### src/rtl/digit_cascade_counter.sv
// Multi-digit up/down counter with configurable radix; carry/borrow ripple through
// all digits within one clock. Registered wrap pulses, synchronous clear and clamped load.
module digit_cascade_counter #(
    parameter int RADIX  = 3,
    parameter int DIGITS = 2,
    parameter int DW     = 2
) (
    input  logic                 clk,
    input  logic                 n_rst,
    input  logic                 en,
    input  logic                 up,
    input  logic                 down,
    input  logic                 clr,
    input  logic                 load,
    input  logic [DIGITS*DW-1:0] load_val,
    output logic [DIGITS*DW-1:0] cnt,
    output logic                 carry,
    output logic                 borrow,
    output logic                 is_zero,
    output logic                 is_max
);

    localparam logic [DW-1:0] DIG_MAX = DW'(RADIX - 1);

    logic [DIGITS-1:0][DW-1:0] dig_q, dig_d;
    logic                      carry_q, carry_d;
    logic                      borrow_q, borrow_d;

    logic [DIGITS-1:0] dig_max, dig_zero;
    logic [DIGITS-1:0] low_max, low_zero;
    logic              all_max, all_zero;
    logic              step_up, step_dn;
    logic [DW-1:0]     ld_dig;

    always_comb begin
        for (int i = 0; i < DIGITS; i++) begin
            dig_max[i]  = (dig_q[i] == DIG_MAX);
            dig_zero[i] = (dig_q[i] == '0);
        end
        // low_max[i]/low_zero[i]: every digit below i is at max/zero
        low_max[0]  = 1'b1;
        low_zero[0] = 1'b1;
        for (int i = 1; i < DIGITS; i++) begin
            low_max[i]  = low_max[i-1] & dig_max[i-1];
            low_zero[i] = low_zero[i-1] & dig_zero[i-1];
        end
        all_max  = &dig_max;
        all_zero = &dig_zero;
    end

    assign step_up = en & up & ~down;
    assign step_dn = en & down & ~up;

    always_comb begin
        dig_d    = dig_q;
        carry_d  = 1'b0;
        borrow_d = 1'b0;
        ld_dig   = '0;
        if (clr) begin
            dig_d = '0;
        end else if (load) begin
            // Out-of-range load digits clamp so no digit ever exceeds RADIX-1
            for (int i = 0; i < DIGITS; i++) begin
                ld_dig   = load_val[i*DW +: DW];
                dig_d[i] = (ld_dig > DIG_MAX) ? DIG_MAX : ld_dig;
            end
        end else if (step_up) begin
            for (int i = 0; i < DIGITS; i++) begin
                if (low_max[i]) begin
                    dig_d[i] = dig_max[i] ? '0 : dig_q[i] + DW'(1);
                end
            end
            carry_d = all_max;
        end else if (step_dn) begin
            for (int i = 0; i < DIGITS; i++) begin
                if (low_zero[i]) begin
                    dig_d[i] = dig_zero[i] ? DIG_MAX : dig_q[i] - DW'(1);
                end
            end
            borrow_d = all_zero;
        end
    end

    always_ff @(posedge clk) begin
        if (!n_rst) begin
            dig_q    <= '0;
            carry_q  <= 1'b0;
            borrow_q <= 1'b0;
        end else begin
            dig_q    <= dig_d;
            carry_q  <= carry_d;
            borrow_q <= borrow_d;
        end
    end

    assign cnt     = dig_q;
    assign carry   = carry_q;
    assign borrow  = borrow_q;
    assign is_zero = all_zero;
    assign is_max  = all_max;

endmodule

### config.mk
export PLATFORM = sky130hd
export DESIGN_NAME = digit_cascade_counter
export DESIGN_NICKNAME = d
export VERILOG_FILES = /design/src/rtl/digit_cascade_counter.sv
export SDC_FILE = /design/constraint.sdc
export NUM_CORES = 1
export LEC_CHECK = 0
export CORE_AREA = 5 5 42 44
export CTS_CLUSTER_SIZE = 30
export DETAILED_ROUTE_END_ITERATION = 16
export DIE_AREA = 0 0 47 49
export HOLD_SLACK_MARGIN = 0.03
export PLACE_DENSITY = 0.66
export SLEW_MARGIN = 10
export SYNTH_ARGS = -nofsm -noshare
export SYNTH_HDL_FRONTEND = slang
export SYNTH_SLANG_ARGS = --single-unit
export TNS_END_PERCENT = 100
### constraint.sdc
create_clock -name clk -period 1.7 [get_ports clk]
set_input_delay 0.34 -clock clk [delete_from_list [all_inputs] [get_ports clk]]
set_output_delay 0.34 -clock clk [all_outputs]
set_load 0.01 [all_outputs]
==> results of run 1 <==
[path summary, 6_finish.rpt]
| path | from | endpoint |
|---|---|---|
| setup / recovery | cnt[1] | is_zero |
| hold / removal | cnt[2] | cnt[2] |
| setup reg to reg | cnt[1] | cnt[3] |
| hold reg to reg | cnt[2] | cnt[2] |
[worst register-to-register path, stage by stage (launching register included)]
cell      delay, ns
dfxtp_4        0.36
inv_1          0.06
ha_1           0.21
buf_4          0.15
nand4b_1       0.09
nand3b_1       0.16
or2_0          0.23
a21oi_1        0.11
[through the flow]
step           instances  hold WS (ns)  utilization  setup TNS (ns)  setup slack [ns]
2_1_floorplan         58         0.502            -               0             0.428
3_3_place_gp          96         0.600        0.522         -0.0286           -0.0286
3_5_place_dp          96         0.603        0.522         -0.0393           -0.0393
4_1_cts               99         0.635        0.538               0            0.0520
5_1_grt               99         0.684        0.543               0           0.00964
6_report              99         0.612        0.543               0            0.0696
[cell type report]
| class | count | area [sq um] | share of cell area |
|---|---|---|---|
| Sequential cell | 6 | 126 | 0.166 |
| Inverter | 7 | 26.3 | 0.0345 |
| Multi-Input combinational cell | 44 | 350 | 0.461 |
| Tap cell | 16 | 20.0 | 0.0263 |
| Clock buffer | 3 | 22.5 | 0.0296 |
| Timing Repair Buffer | 23 | 215 | 0.283 |
[per-layer routing]
metal,up-vias,routed length [um]
li1,259,-
met3,2,113
met5,-,0
met1,235,515
met2,21,624
met4,0,5
[power by group through the flow]
stage          sequential (mW)  combinational [mW]  clock (mW)
4_1_cts                  0.150               0.122       0.141
3_3_place_gp             0.152               0.123           0
2_1_floorplan            0.155              0.0583           0
3_5_place_dp             0.152               0.124           0
6_report                 0.150               0.122       0.135
5_1_grt                  0.150               0.134       0.153
[what timing repair did]
action / 4_1_cts / 5_1_grt
setup buffers: 0 / 0
gates resized for setup: 5 / 4
hold buffers: 0 / 0
setup endpoints to repair: 2 / 2
[Yosys cell counts]
| cell | count | share of area |
|---|---|---|
| a211oi_1 | 1 | 0.015 |
| a21boi_0 | 1 | 0.015 |
| a21boi_1 | 1 | 0.015 |
| a21oi_1 | 1 | 0.0099 |
| a221oi_2 | 1 | 0.030 |
| buf_6 | 1 | 0.022 |
| dfxtp_1 | 6 | 0.24 |
| ha_1 | 8 | 0.20 |
| inv_1 | 7 | 0.052 |
| mux2i_1 | 1 | 0.020 |
| nand2_1 | 7 | 0.052 |
| nand2b_1 | 3 | 0.037 |
| nand2b_2 | 1 | 0.017 |
| nand3b_1 | 2 | 0.030 |
| nand4b_1 | 2 | 0.035 |
| nor2_1 | 2 | 0.015 |
| nor3_1 | 1 | 0.0099 |
| nor3_2 | 1 | 0.020 |
| nor3b_1 | 1 | 0.015 |
| nor4_1 | 2 | 0.025 |
| nor4_2 | 1 | 0.025 |
| o21ai_0 | 2 | 0.020 |
| o221a_1 | 1 | 0.022 |
| o221ai_1 | 1 | 0.017 |
| o22a_1 | 1 | 0.017 |
| o311ai_1 | 1 | 0.017 |
| or2_0 | 1 | 0.012 |
[logic make-up (layout without fill, tap and decap cells)]
| logic type | count (synthesis) | in the layout | share of synthesized area |
|---|---|---|---|
| AOI/OAI and AO/OA | 11 | 11 | 0.178 |
| muxes | 1 | 1 | 0.0198 |
| buffers and inverters | 8 | 33 | 0.0743 |
| adders and majority gates | 8 | 8 | 0.198 |
| DFF | 6 | 6 | 0.238 |
| and+or+nand+nor | 24 | 24 | 0.292 |
[state kept, by name, indices dropped and copies added, names as in the netlist]
register and flops:
carry 1, borrow 1, cnt 4
[layout by cell type (no fill, tap or decap), types with 2 or more instances in the layout]
master           instances
inv_2                    2
o21ai_0                  2
inv_1                    5
nor2_1                   2
buf_4                    5
ha_1                     7
clkbuf_4                 3
clkdlybuf4s50_1         16
nor4_1                   2
nand3b_1                 2
nand4b_1                 2
dfxtp_2                  2
nand2_1                  7
dlygate4sd2_1            2
dfxtp_1                  3
nand2b_1                 3
==> out/results.txt, run 1 <==
flip-flop and latch count after synthesis: 6
maximum VDD drop: 0.474 mV
number of rows in the core area: 14
Die Span X: 47 um
maximum level of the CTS H-tree: 1
DRC violation total after the first TritonRoute iteration: 9
number of failing hold endpoints at the final stage: 0
setup slack, reg-to-reg: 0.25 ns
met3 Resource Use GR: 0.0664
sum of internal, switching and leakage power: 0.406 mW
starting density of the core: 0.361
Req. time, crit path: 1.36 ns
Total Routed Length: 1.26 mm
number of top-level pins: 19
final layout net count: 104
clk buf depth: 2
total inserted antenna cells: 0
number of maximum-capacitance constraint violations: 0
CTS root buf: clkbuf_4
met2 demand-to-capacity share in global routing: 0.208
setup repair after global routing missed its margin: no
vias per std cell: 5.22
wire length of the first global-routing pass: 2.08 mm
antenna violations before repair: 0
share of the cycle needed by the critical path after routing: 0.959
relative contribution of the clock network to total power: 0.332
switching portion of total power: 0.282
buffers added on ports: 18
Routability Congestion: 0.804
worst slew slack as a fraction of its limit: 0.800
Yosys cell types: 27
Crit path max-delay family: buffers and inverters
routed len/inst: 12.7 um
outcome: finished clean
TritonCTS clock tree: yes
Avg Cell Area, Syn: 8.72 sq um
floorplan core area: 1400 sq um
global route total overflow: 0
count of filler cells inserted in the layout: 144
number of pins exceeding their max-slew limit in the final report: 0
count of mapped cells out of synthesis: 58
type of the setup path with the least slack: flip-flop to output pin
Crit path largest cell delay: 0.36 ns
endpoint arrival time on the critical path: 1.29 ns
fraction of the yosys area taken by sequential cells: 0.238
type of element capturing the critical path: output pin
synthesized netlist net count: 77
net switching power: 0.115 mW
number of setup violations in the final report: 0
yosys synthesis warning count: 0
clock latency of the later-clocked register in the worst-skew pair: 0.24 ns
Total Die Area: 2300 sq um
cell depth of the worst setup path: 5
critical-path cell with the highest stage delay: dfxtp_4
Reg2Reg Depth: 7
cell depth of the worst min-delay path: 3
placed wire-length estimate after detailed placement: 992 um
cells along the critical path: inv_1, ha_1, nand2_1, inv_1, dlygate4sd2_1
total standard cell area after synthesis: 505 sq um
number of global-route vias before repair: 487
Max Fclk: 0.613 GHz
clock edge transition at the registers on the reported setup and hold paths: 0.05 ns
pin count of the biggest net entering global routing: 9
PwrDens: 534 nW/um^2
number of nets with antenna violations after detailed routing: 0
Setup Skew: 0.000742 ns
area added between synthesis and finish: 50.5%
Pre-antenna DRT Iters: 6
global routing's busiest layer: met2
final worst path period need: 1.63 ns
final std cell area, no fill: 761 sq um
detailed-route via count: 517
TritonCTS buffer count: 3
leakage component of the power: 0.307 nW
DIE HEIGHT: 49 um
slew at the pin closest to its max-slew limit: 0.300 ns
Comb pwr share: 0.300
share of layout cells above drive strength 1: 0.217
Placed Instance Area: 732 sq um
global-route usage over all layers: 0.127
# DRC: 0
register share of total power: 0.368
maximum fanout encountered on the critical timing path: 5
number of buffer and inverter stages on the critical path: 3
type of origin of the critical path: flip-flop
clock sink count: 6
global routing usage on met1: 0.140
cell repeated most along the worst path: inv_1
Int Pwr: 0.292 mW
min-delay worst type: flip-flop to flip-flop
No activity file was read; power rests on OpenSTA's default activity.
==> run 2, diff against run 1 <==
--- a/config.mk
+++ b/config.mk
@@ -11,7 +11,6 @@
 export DIE_AREA = 0 0 47 49
 export HOLD_SLACK_MARGIN = 0.03
 export PLACE_DENSITY = 0.66
-export SLEW_MARGIN = 10
 export SYNTH_ARGS = -nofsm -noshare
 export SYNTH_HDL_FRONTEND = slang
 export SYNTH_SLANG_ARGS = --single-unit
==> results of run 2 <==
Same layout as run 1: the final DEF is identical, and so are final timing and power.
